$ cat src/rtl/rib_pkg.sv
// Shared types and constants for the rib bus arbiter.
package rib_pkg;
  localparam int RIB_N_MASTER = 4;
  localparam int RIB_QUANTUM  = 8;

  typedef logic [1:0] mid_t;

  typedef enum logic {
    IDLE = 1'b0,
    BUSY = 1'b1
  } state_t;
endpackage

$ cat src/rtl/rib_arbiter_rr_pick.sv
// Combinational round-robin picker: first set request bit scanning from ptr_i upward, mod 4.
module rr_pick
  import rib_pkg::*;
(
  input  logic [RIB_N_MASTER-1:0] req_i,
  input  mid_t                    ptr_i,
  output mid_t                    win_o,
  output logic                    vld_o
);

  mid_t idx;

  // Scan highest offset first so the lowest offset from ptr_i is the last writer.
  always_comb begin
    win_o = '0;
    vld_o = 1'b0;
    idx   = '0;
    for (int i = RIB_N_MASTER - 1; i >= 0; i--) begin
      idx = ptr_i + mid_t'(i);
      if (req_i[idx]) begin
        win_o = idx;
        vld_o = 1'b1;
      end
    end
  end

endmodule

$ cat src/rtl/rib_arbiter.sv
// Registered round-robin bus arbiter for four rib masters, with core stall flag.
// Optional quantum-based preemption is compiled in with `define RIB_ARB_PREEMPT_EN.
module rib_arbiter
  import rib_pkg::*;
#(
  parameter int N_MASTER = RIB_N_MASTER,
  parameter int QUANTUM  = RIB_QUANTUM
) (
  input  logic                clk,
  input  logic                rst,
  input  logic [N_MASTER-1:0] req_i,
  output logic [N_MASTER-1:0] gnt_o,
  output logic [1:0]          gnt_id_o,
  output logic                gnt_valid_o,
  output logic                hold_flag_o,
  output logic                preempt_o
);

  if (QUANTUM < 1) begin : g_quantum_chk
    $error("rib_arbiter: QUANTUM must be >= 1");
  end

  state_t              state_q, state_d;
  mid_t                owner_q, owner_d;
  mid_t                ptr_q,   ptr_d;
  logic [N_MASTER-1:0] gnt_q,   gnt_d;

  logic [N_MASTER-1:0] pick_req;
  mid_t                pick_win;
  logic                pick_vld;
  logic                owner_rel;
  logic                preempt;

`ifdef RIB_ARB_PREEMPT_EN
  localparam int CW = $clog2(QUANTUM + 1);
  logic [CW-1:0] cnt_q, cnt_d;
  logic          expire;
`endif

  // The current owner never competes against itself on handover or preemption.
  assign pick_req = (state_q == BUSY) ? (req_i & ~gnt_q) : req_i;

  rr_pick u_pick (
    .req_i (pick_req),
    .ptr_i (ptr_q),
    .win_o (pick_win),
    .vld_o (pick_vld)
  );

  always_comb begin
    state_d   = state_q;
    owner_d   = owner_q;
    ptr_d     = ptr_q;
    gnt_d     = gnt_q;
    preempt   = 1'b0;
    owner_rel = ~req_i[owner_q];
`ifdef RIB_ARB_PREEMPT_EN
    cnt_d     = cnt_q;
    expire    = (cnt_q == CW'(QUANTUM));
    // A release coinciding with expiry is an ordinary handover, not a preemption.
    preempt   = (state_q == BUSY) && !owner_rel && expire && pick_vld;
`endif

    case (state_q)
      IDLE: begin
        if (pick_vld) begin
          state_d = BUSY;
          owner_d = pick_win;
          gnt_d   = {{(N_MASTER-1){1'b0}}, 1'b1} << pick_win;
          ptr_d   = pick_win + 2'd1;
`ifdef RIB_ARB_PREEMPT_EN
          cnt_d   = '0;
`endif
        end
      end
      BUSY: begin
        if (owner_rel || preempt) begin
          if (pick_vld) begin
            owner_d = pick_win;
            gnt_d   = {{(N_MASTER-1){1'b0}}, 1'b1} << pick_win;
            ptr_d   = pick_win + 2'd1;
`ifdef RIB_ARB_PREEMPT_EN
            cnt_d   = '0;
`endif
          end else begin
            state_d = IDLE;
            owner_d = '0;
            gnt_d   = '0;
          end
        end
`ifdef RIB_ARB_PREEMPT_EN
        else if (!expire) begin
          cnt_d = cnt_q + CW'(1);
        end
`endif
      end
      default: begin
        state_d = IDLE;
        owner_d = '0;
        gnt_d   = '0;
      end
    endcase
  end

  always_ff @(posedge clk or posedge rst) begin
    if (rst) begin
      state_q <= IDLE;
      owner_q <= '0;
      ptr_q   <= '0;
      gnt_q   <= '0;
    end else begin
      state_q <= state_d;
      owner_q <= owner_d;
      ptr_q   <= ptr_d;
      gnt_q   <= gnt_d;
    end
  end

`ifdef RIB_ARB_PREEMPT_EN
  always_ff @(posedge clk or posedge rst) begin
    if (rst) cnt_q <= '0;
    else     cnt_q <= cnt_d;
  end
`endif

  assign gnt_o       = gnt_q;
  assign gnt_id_o    = owner_q;
  assign gnt_valid_o = |gnt_q;
  assign hold_flag_o = req_i[0] & ~gnt_q[0];
  assign preempt_o   = preempt;

endmodule

$ cat config.mk
export PLATFORM = sky130hd
export DESIGN_NAME = rib_arbiter
export DESIGN_NICKNAME = d
export VERILOG_FILES = /design/src/rtl/rib_pkg.sv /design/src/rtl/rib_arbiter_rr_pick.sv /design/src/rtl/rib_arbiter.sv
export SDC_FILE = /design/constraint.sdc
export NUM_CORES = 1
export LEC_CHECK = 0
export CAP_MARGIN = 20
export CELL_PAD_IN_SITES_DETAIL_PLACEMENT = 1
export CELL_PAD_IN_SITES_GLOBAL_PLACEMENT = 2
export CORE_MARGIN = 2
export CORE_UTILIZATION = 28
export DETAILED_ROUTE_END_ITERATION = 8
export GPL_ROUTABILITY_DRIVEN = 0
export PLACE_DENSITY_LB_ADDON = 0.1
export SYNTH_ARGS = -nofsm -noshare
export SYNTH_HDL_FRONTEND = slang
export SYNTH_SLANG_ARGS = --single-unit
export TNS_END_PERCENT = 100
$ cat constraint.sdc
create_clock -name clk -period 2 [get_ports clk]
set_input_delay 0.6 -clock clk [delete_from_list [all_inputs] [get_ports clk]]
set_output_delay 0.6 -clock clk [all_outputs]
set_load 0.05 [all_outputs]
-- Word-level counts from Yosys, hierarchy flattened
Cells that the tools add are included.
- bits in registers: 9
- input port bits: 6
- output and inout port bits: 9
- logic and storage cells: 56
- add/subtract/negate cells: 4
- magnitude comparators: 5
- equal/unequal tests: 2
- shift operators: 1
- mux-type cells: 33
- bitwise logic cells: 5
- reductions and logical operators: 2
- operators by type and width (operator ; count):
    $mux W2 ; 9
    $mux W4 ; 4
    $lt A2 B3 Y1 const B ; 5
    $mux W1 ; 11
    $bmux W1 S2 ; 5
    $pmux W2 S2 ; 2
    $pmux W4 S2 ; 1
    $add A2 B1 Y2 const B ; 2
    $add A2 B2 Y2 const B ; 2
    $and A4 B4 Y4 ; 1
    $ne A2 B2 Y1 const B ; 2
    $not A4 Y4 ; 1
    $reduce_or A4 Y1 ; 1
    $shl A1 B2 Y4 const A ; 1
    $not A1 Y1 ; 2
    $pmux W1 S2 ; 1
    $reduce_and A2 Y1 ; 1
    $and A1 B1 Y1 ; 1

-- Depth between registers and ports, before layout
Gate-level depths: netlist (run 1).
- depth in word-level cells: 13
- depth in mapped cells: 6
- mapped depth without buffers: 5

-- Cells and area by module
Synthesis (run 1) repeated with hierarchy kept, for this count alone.
- cells, all modules: 60
- area total of the unflattened synthesis: 629.4 um2
- modules (own cells, without submodules) (module ; times used ; cells an instance ; area each (um2) ; sequential area each (um2)):
    rib_arbiter ; 1 ; 47 ; 551.8 ; 225.2
    rr_pick ; 1 ; 13 ; 77.6 ; 0.0

-- Worst setup path before layout (run 1)
No wires, ideal clock.
- path type: reg-to-output
- start: register gnt_q[1] (netlist: gnt_o[1])
- end: output gnt_valid_o
- arrival: 1.425 ns
- data required time: 1.400 ns
- path slack: -0.025 ns
- stages on the path, launching flop included: 2
- path buffers: 0
- path through: dfrtp_1 or4_1
- longest elaborated chain between the ends: 1
- ends and longest elaborated chain (what ; RTL line ; text):
    start, declared ; rib_arbiter.sv:26 ; logic [N_MASTER-1:0] gnt_q, gnt_d;
    start signal, assigned ; rib_arbiter.sv:115 ; gnt_q <= gnt_d;
    $reduce_or A4 Y1 ; rib_arbiter.sv:128 ; assign gnt_valid_o = |gnt_q;
    end, declared ; rib_arbiter.sv:14 ; output logic gnt_valid_o,
Every way passes these cells.

-- Final worst setup path (run 1)
Ends and elaborated chain as after synthesis.

==> impl_metrics.tcl, run 1 <==
set metrics [dict create \
    status "finished, final reports clean" \
    min_period_ns 1.96 \
    synth.distinct_cells 30 \
    area_growth_pct 52.5 \
    cts.hold.buffers_added 0 \
    dp_slack_ns -0.398 \
    async_flop_share 1.00 \
    synth-main-ff-cell "dfrtp_1" \
    cpMaxStageDelayCell "or4_4" \
    seq_area_um2 228 \
    switching_share 0.488 \
    pwr-share-clk 0.092 \
    syn_area_per_cell_um2 10.1 \
    crit_arrival_ns 1.36 \
    hold_class "flip-flop to flip-flop" \
    cp.depth 2 \
    cts-root-buf "clkbuf_4" \
    drc 0 \
    post-route-util 0.454 \
    endpoint_kind "primary output" \
    dieArea_mm2 0.00247 \
    drive_gt1_frac 0.476 \
    max_stage_delay_ns 0.54 \
    synth_seq_cells 9 \
    start_kind "flip-flop" \
    startpoint "gnt_o[1]" \
    post_synth_inst_count 58 \
    slew_viol_final 0 \
    die_height_um 49.7 \
    initial_core_util 0.298 \
    p_seq_frac 0.215 \
    diodes 0 \
    hp-start "gnt_id_o[0]" \
    clkLatencyLatePin_ns 0.26 \
    cts.sinks 9 \
    syn-cell-area_um2 584 \
    critPathKind "flip-flop to primary output" \
    dr_total_vias 517 \
    initialDrtViolationCount 5 \
    cts_tree "done" \
    synth.area.top_cells "dfrtp_1, nand2_1, mux4_2" \
    die_w_um 49.7 \
    synth_nets 64 \
    post_drt_wl_per_cell_um 15.3 \
    comb_power_share 0.693 \
    post-dp-hpwl_um 1170 \
    internal_power_w 0.000830 \
    mostFrequentLayoutCells "buf_4, nand2_1, dfrtp_1" \
    worstPathRequired_ns 1.40 \
    fin_hold_ws_ns 0.545 \
    grt_max_degree 10 \
    holdPathStages 2 \
    grt_pass1_wl_um 2570 \
    grt.total_usage 0.141 \
    layout_commonest_cell "buf_4" \
    drt_pass1_iterations 4 \
    finalNonFillerCells 109 \
    grt_antenna_before_repair 0 \
    yosysWarnings 0 \
    layout_setup_ws_ns 0.0407 \
    power_leakage_nw 0.423 \
    path_cells "or4_4, buf_6" \
    routed_wirelength_um 1660 \
    vias_per_cell 4.74 \
    r2r_cells 5 \
    numCtsBuffers 3 \
    coreArea_mm2 0.00196 \
    placed_cells 103 \
    path_delay_family "simple AND/OR/NAND/NOR gates" \
    numPortBuffers 13 \
    power.density_mw_per_mm2 1820 \
    setup_violations 0 \
    reg2reg_from "state_q" \
    yosysSeqAreaShare 0.385 \
    fin_skew_ns 0.00497 \
    max_cap_violations 0 \
    io_pins 15 \
    rows 16 \
    p_sw_w 0.000791 \
    finalHoldViolations 0 \
    layout.nets 89 \
    synth_edf_count 0 \
    htreeDepth 1 \
    yosysTopAreaCellShare 0.385 \
    ir_worst_vdd_uv 925 \
    fillers 245 \
    max_freq_mhz 510 \
    clkTransAtPathRegs_ns 0.08 \
    rsz0062_at_grt "no" \
    ant_nets 0 \
    critPathBufInv 1 \
    first_global_vias 549 \
    synth_top_cell_by_area "dfrtp_1" \
    timing.final.crit_share 0.980 \
    multi_input_area_um2 380 \
    setup_tns_ns 0 \
    cts_buffer_depth 2 \
    grt_overflow 0 \
    crit_fanout 2 \
]
per-stage QoR:
stage,area (um^2),power (W)
after detailed placement,791,0.00136
after global routing,891,0.00172
after floorplan,588,0.00101
after CTS,845,0.00156
final,891,0.00162
after global placement,791,0.00136
state kept, by name, indices dropped and copies added, names as in the netlist:
signal	flops
gnt_id_o	2
gnt_o	4
ptr_q	2
state_q	1
power groups by stage:
stage / logic [W] / clock network, W / registers (W)
after floorplan: 0.000504 / 0 / 0.000510
after global placement: 0.000994 / 0 / 0.000367
after detailed placement: 0.000996 / 0 / 0.000364
after CTS: 0.00106 / 0.000153 / 0.000345
after global routing: 0.00120 / 0.000167 / 0.000361
final: 0.00112 / 0.000149 / 0.000349
cells in the mapped netlist, drive strengths merged (2+ instances only):
cell type and number:
a21oi 2, a21bo 2, o22ai 3, buf 2, o21ai 4, inv 3
nand2 10, o21a 2, nor2b 2, nand2b 3, nor2 2, a21boi 3
dfrtp 9
cell families after synthesis:
family	after synthesis	synth area share
muxes	1	0.0385
AOI/OAI and AO/OA	22	0.347
DFF	9	0.385
other	1	0.00642
xor gates and xnor gates	1	0.0150
buffers and inverters	5	0.0514
and+or+nand+nor	19	0.156
worst paths after layout:
path / to / slack, ns
max: gnt_valid_o / 0.04
min: gnt_id_o[0] / 0.54
max reg2reg: gnt_o[3] / 0.20
min reg2reg: gnt_id_o[0] / 0.54
max in group asynchronous: gnt_o[3] / 1.09
min in group asynchronous: gnt_id_o[1] / 0.61
worst min-delay path: cells and delay by family, from the launching register on:
kind,cells,cell delay [ns]
DFF,1,0.39
and+or+nand+nor,2,0.12
final cells by class:
| cell class | instances | share of cell area |
|---|---|---|
| Multi-Input combinational cell | 44 | 0.427 |
| Clock buffer | 3 | 0.0253 |
| Timing Repair Buffer | 22 | 0.236 |
| Clock inverter | 1 | 0.00562 |
| Inverter | 3 | 0.0126 |
| Tap cell | 27 | 0.0379 |
| Sequential cell | 9 | 0.256 |
per-layer routing:
layer / vias up / global-route usage / wire, um
li1: 258 / - / -
met5: - / 0 / 0
met2: 7 / 0.227 / 827
met3: 2 / 0.0273 / 36
met4: 0 / 0.0556 / 14
met1: 250 / 0.185 / 784
timing repair:
action                     CTS  global route
gates resized for setup      5             9
setup buffers                1             1
setup endpoints to repair    8             9
pin swaps                    2             2
hold endpoints to repair     0             0
(Power assumes the default switching activity.)
==> run 2, diff against run 1 <==
--- a/config.mk
+++ b/config.mk
@@ -12,6 +12,8 @@
 export CORE_UTILIZATION = 28
 export DETAILED_ROUTE_END_ITERATION = 8
 export GPL_ROUTABILITY_DRIVEN = 0
+export HOLD_SLACK_MARGIN = 0.06
+export MAX_ROUTING_LAYER = met4
 export PLACE_DENSITY_LB_ADDON = 0.1
 export SYNTH_ARGS = -nofsm -noshare
 export SYNTH_HDL_FRONTEND = slang
==> run 2 against run 1 <==
Effect of this change:
- flip-flop and latch count stayed put
- clock-buffer cell count stayed put
- power hardly changed
- sequential share of layout area stayed put
- utilization stayed put
- worst setup slack hardly changed
- critical path type unchanged
- first-iteration DRC count stayed put
- clock power hardly changed
- cell area stayed put
- largest cell class unchanged
- wire length stayed put
- die area stayed put
- via count stayed put
==> impl_metrics.tcl, run 2 (synthesis results as in run 1) <==
set metrics [dict create \
    status "finished, final reports clean" \
    ant_nets 0 \
    dp_slack_ns -0.398 \
    die_w_um 49.7 \
    route.met2.wl_um 827 \
    start_kind "flip-flop" \
    endpoint_kind "primary output" \
    drt_pass1_iterations 4 \
    ir_worst_vdd_uv 925 \
    wl_met1_um 784 \
    dieArea_mm2 0.00247 \
    r2r_slack_ns 0.20 \
    rsz0062_at_grt "no" \
    highest-signal-layer "met4" \
    cts.hold.buffers_added 0 \
    wl_met3_um 36 \
    area_growth_pct 52.5 \
    crit_arrival_ns 1.36 \
    grt_pass1_wl_um 2580 \
    hp-start "gnt_id_o[0]" \
    post-route-util 0.454 \
    timing.final.crit_share 0.980 \
    slew_viol_final 0 \
    crit_fanout 2 \
    power_leakage_nw 0.423 \
    power.density_mw_per_mm2 1820 \
    layout_setup_ws_ns 0.0407 \
    grt_overflow 0 \
    min_period_ns 1.96 \
    finalHoldViolations 0 \
    clkTransAtPathRegs_ns 0.08 \
    design_area_um2 891 \
    finalNonFillerCells 109 \
    mostFrequentLayoutCells "buf_4, nand2_1, dfrtp_1" \
    cts-root-buf "clkbuf_4" \
    io_pins 15 \
    rows 16 \
    numPortBuffers 13 \
    max_freq_mhz 510 \
    postPlaceCellArea_um2 791 \
    diodes 0 \
    initialDrtViolationCount 5 \
    critPathBufInv 1 \
    layout_commonest_cell "buf_4" \
    grt_antenna_before_repair 0 \
    grt.total_usage 0.145 \
    numCtsBuffers 3 \
    post_drt_wl_per_cell_um 15.3 \
    post-dp-hpwl_um 1170 \
    grt_max_degree 10 \
    r2r-end "gnt_o[3]" \
    initial_core_util 0.298 \
    layout.nets 89 \
    path_delay_family "simple AND/OR/NAND/NOR gates" \
    first_global_vias 549 \
    cts_buffer_depth 2 \
    path_cells "or4_4, buf_6" \
    dr_total_vias 517 \
    htreeDepth 1 \
    placed_cells 103 \
    coreArea_mm2 0.00196 \
    cts_tree "done" \
    cpMaxStageDelayCell "or4_4" \
    clkLatencyLatePin_ns 0.26 \
    fin_skew_ns 0.00493 \
    critPathKind "flip-flop to primary output" \
    max_stage_delay_ns 0.54 \
    fin_hold_ws_ns 0.545 \
    largest_reg_flops 4 \
    vias_per_cell 4.74 \
    r2r_cells 5 \
    die_height_um 49.7 \
    reg2reg_from "state_q" \
    setup_violations 0 \
    drc 0 \
    max_cap_violations 0 \
    holdPathStages 2 \
    worstPathRequired_ns 1.40 \
    drive_gt1_frac 0.476 \
    routed_wirelength_um 1660 \
    cts.sinks 9 \
    holdPathEnd "gnt_id_o[0]" \
    hold_class "flip-flop to flip-flop" \
]
==> run 2: metal layers <==
layer  vias up  global-route usage
met4         0              0.0556
met3         2              0.0273
met1       250               0.185
li1        258                   -
met5         -                   -
met2         7               0.227
==> run 2: worst max-delay path by stage <==
stage	from	endpoint	depth (start not counted)
floorplan	gnt_o[0]	hold_flag_o	1
global placement	req_i[3]	gnt_o[3]	5
detailed placement	req_i[3]	gnt_o[3]	5
CTS	gnt_o[3]	gnt_valid_o	2
global route	gnt_o[3]	gnt_valid_o	2
finish	gnt_o[1]	gnt_valid_o	2
==> run 2: where the power goes <==
group	switching [W]	internal, W	total [W]
registers	0.0000853	0.000263	0.000349
clock network	0.0000751	0.0000738	0.000149
logic	0.000631	0.000493	0.00112
total	0.000791	0.000830	0.00162
==> run 2: layout make-up <==
class	instances	area, um^2
fill	245	1070
timing repair buffer	22	210
sequential	9	228
clock inverter	1	5.00
inverter	3	11.3
multi-input combinational	44	380
clock buffer	3	22.5
tap	27	33.8
==> run 2: tightest hold or removal path, delay by kind of cell (launching register included) <==
kind	cells	cell delay, ns
flops	1	0.39
simple gates	2	0.12
==> run 2: what timing repair did <==
action | 4_1_cts | 5_1_grt
pin swaps | 2 | 2
gates resized for setup | 5 | 9
setup endpoints to repair | 8 | 9
buffers inserted | 1 | 1
==> run 2: stage by stage <==
step	setup TNS (ns)	power (W)
5_1_grt	0	0.00172
6_report	0	0.00162
3_5_place_dp	-2.80	0.00136
2_1_floorplan	0	0.00101
4_1_cts	0	0.00156
3_3_place_gp	-2.57	0.00136
==> run 3, diff against run 2 <==
==> constraint.sdc (replaced) <==
create_clock -name clk -period 2 [get_ports clk]
set_input_delay 0.6 -clock clk [delete_from_list [all_inputs] [get_ports clk]]
set_output_delay 0.6 -clock clk [all_outputs]
set_load 0.01 [all_outputs]
==> run 3 against run 2 <==
Effect of this change:
- sequential share of layout area is 0.30 points higher
- critical path type unchanged
- clock power hardly changed
- clock skew shrank 0.0037 ns
- fmax is 2.8% higher
==> impl_metrics.tcl, run 3 (synthesis results as in run 1) <==
set metrics [dict create \
    max_stage_delay_ns 0.50 \
    finalHoldViolations 0 \
    maxSlewHeadroom 0.661 \
    grt_antenna_before_repair 0 \
    layout_commonest_cell "buf_4" \
    internal_power_w 0.000794 \
    initial_core_util 0.298 \
    initialDrtViolationCount 3 \
    fillers 243 \
    diodes 0 \
    critPathKind "flip-flop to primary output" \
    cts_buffer_depth 2 \
    tightest_slew_ns 0.508 \
    critPathBufInv 1 \
    fin_skew_ns 0.00119 \
    grt.met3_usage 0.0212 \
    first_global_vias 551 \
    clkTransAtPathRegs_ns 0.06 \
    dieArea_mm2 0.00247 \
    max_freq_mhz 525 \
    ir_worst_vdd_uv 603 \
    grt_overflow 0 \
    worstPathRequired_ns 1.40 \
    rsz0062_at_grt "no" \
    drt_pass1_iterations 2 \
    routed_wirelength_um 1600 \
    drive_gt1_frac 0.321 \
    mostFrequentLayoutCells "buf_4, nand2_1, dfrtp_1" \
    path_delay_family "simple AND/OR/NAND/NOR gates" \
    grt_pass1_wl_um 2680 \
    ant_nets 0 \
    start_kind "flip-flop" \
    grt_max_degree 10 \
    numCtsBuffers 3 \
    placed_cells 104 \
    hold_class "flip-flop to flip-flop" \
    cts.hold.buffers_added 0 \
    vias_per_cell 4.77 \
    layout.nets 91 \
    timing.final.crit_share 0.953 \
    crit_arrival_ns 1.31 \
    area_growth_pct 49.0 \
    cts_tree "done" \
    gr-max-usage-layer "met2" \
    status "finished, final reports clean" \
    min_period_ns 1.91 \
    clkLatencyLatePin_ns 0.28 \
    numPortBuffers 13 \
    htreeDepth 1 \
    drc 0 \
    max_cap_violations 0 \
    coreArea_mm2 0.00196 \
    switching_share 0.408 \
    rows 16 \
    grt.total_usage 0.150 \
    fin_hold_ws_ns 0.544 \
    die_w_um 49.7 \
    power.density_mw_per_mm2 1540 \
    comb_power_share 0.639 \
    cts-root-buf "clkbuf_4" \
    p_seq_frac 0.248 \
    crit_fanout 2 \
    endpoint_kind "primary output" \
    largest_reg_flops 4 \
    die_height_um 49.7 \
    post_drt_wl_per_cell_um 14.4 \
    met2_usage 0.238 \
    cpMaxStageDelayCell "or4_1" \
    power_leakage_nw 0.406 \
    pwr-share-clk 0.113 \
    cts.sinks 9 \
    setup_violations 0 \
    p_sw_w 0.000546 \
    io_pins 15 \
    power_w 0.00134 \
    grt_use_met1 0.179 \
    path_cells "or4_1, buf_2" \
    finalNonFillerCells 111 \
    slew_viol_final 0 \
    dr_total_vias 530 \
    post-dp-hpwl_um 1270 \
]
## run 3: cell types whose count changed in the layout (fill, tap and decap cells not counted), sizes merged
cell           change
clkinv             -1
clkdlybuf4s15      +1
clkbuf             +1
buf                -5
clkdlybuf4s50      +6
## run 3: power by group through the flow
stage	sequential [W]	clock (W)	combinational (W)
after global placement	0.000333	0	0.000775
after CTS	0.000333	0.000151	0.000813
after global routing	0.000345	0.000164	0.000933
final	0.000333	0.000152	0.000856
after floorplan	0.000357	0	0.000422
after detailed placement	0.000334	0	0.000780
## run 3: path summary, 6_finish.rpt
path / from / endpoint / slack, ns / depth (start not counted)
worst max-delay path: gnt_o[1] / gnt_valid_o / 0.09 / 2
worst min register to register: gnt_id_o[0] / gnt_id_o[0] / 0.54 / 2
min in group asynchronous: rst / ptr_q[0] / 0.60 / 2
max in group asynchronous: rst / gnt_o[1] / 1.13 / 2
worst min-delay path: gnt_id_o[0] / gnt_id_o[0] / 0.54 / 2
worst max register to register: state_q / gnt_o[3] / 0.26 / 4
## run 3: worst reg2reg max path: stages (launching register included)
cell and delay [ns]:
dfrtp_1 0.66, o221ai_4 0.23, o31a_4 0.43, nor2b_1 0.14
a22o_1 0.17
## run 3: cell type report
class / count / area (um^2) / share of cell area
Clock buffer: 4 / 26.3 / 0.0302
Inverter: 3 / 11.3 / 0.0129
Timing Repair Buffer: 24 / 211 / 0.243
Sequential cell: 9 / 225 / 0.259
Multi-Input combinational cell: 44 / 363 / 0.417
Tap cell: 27 / 33.8 / 0.0388
## run 3: timing repair
| item | CTS | global route |
|---|---|---|
| setup buffers | 1 | 2 |
| gates resized for setup | 11 | 4 |
| pin swaps | 1 | 2 |
| setup endpoints to repair | 7 | 5 |
## run 3: metrics by stage
| step | setup TNS [ns] | setup WS [ns] | instance area [um^2] | utilization |
|---|---|---|---|---|
| detailed placement | -2.52 | -0.345 | 790 | 0.402 |
| global route | 0 | 0.0319 | 871 | 0.444 |
| floorplan | 0 | 0.304 | 584 | - |
| finish | 0 | 0.0938 | 871 | 0.444 |
| CTS | 0 | 0.00209 | 837 | 0.427 |
| global placement | -2.29 | -0.328 | 790 | 0.402 |
## run 3: per-layer routing
layer	part of all wire	vias up
li1	-	260
met1	0.46	253
met2	0.47	12
met3	0.038	5
met4	0.027	0
met5	0	-
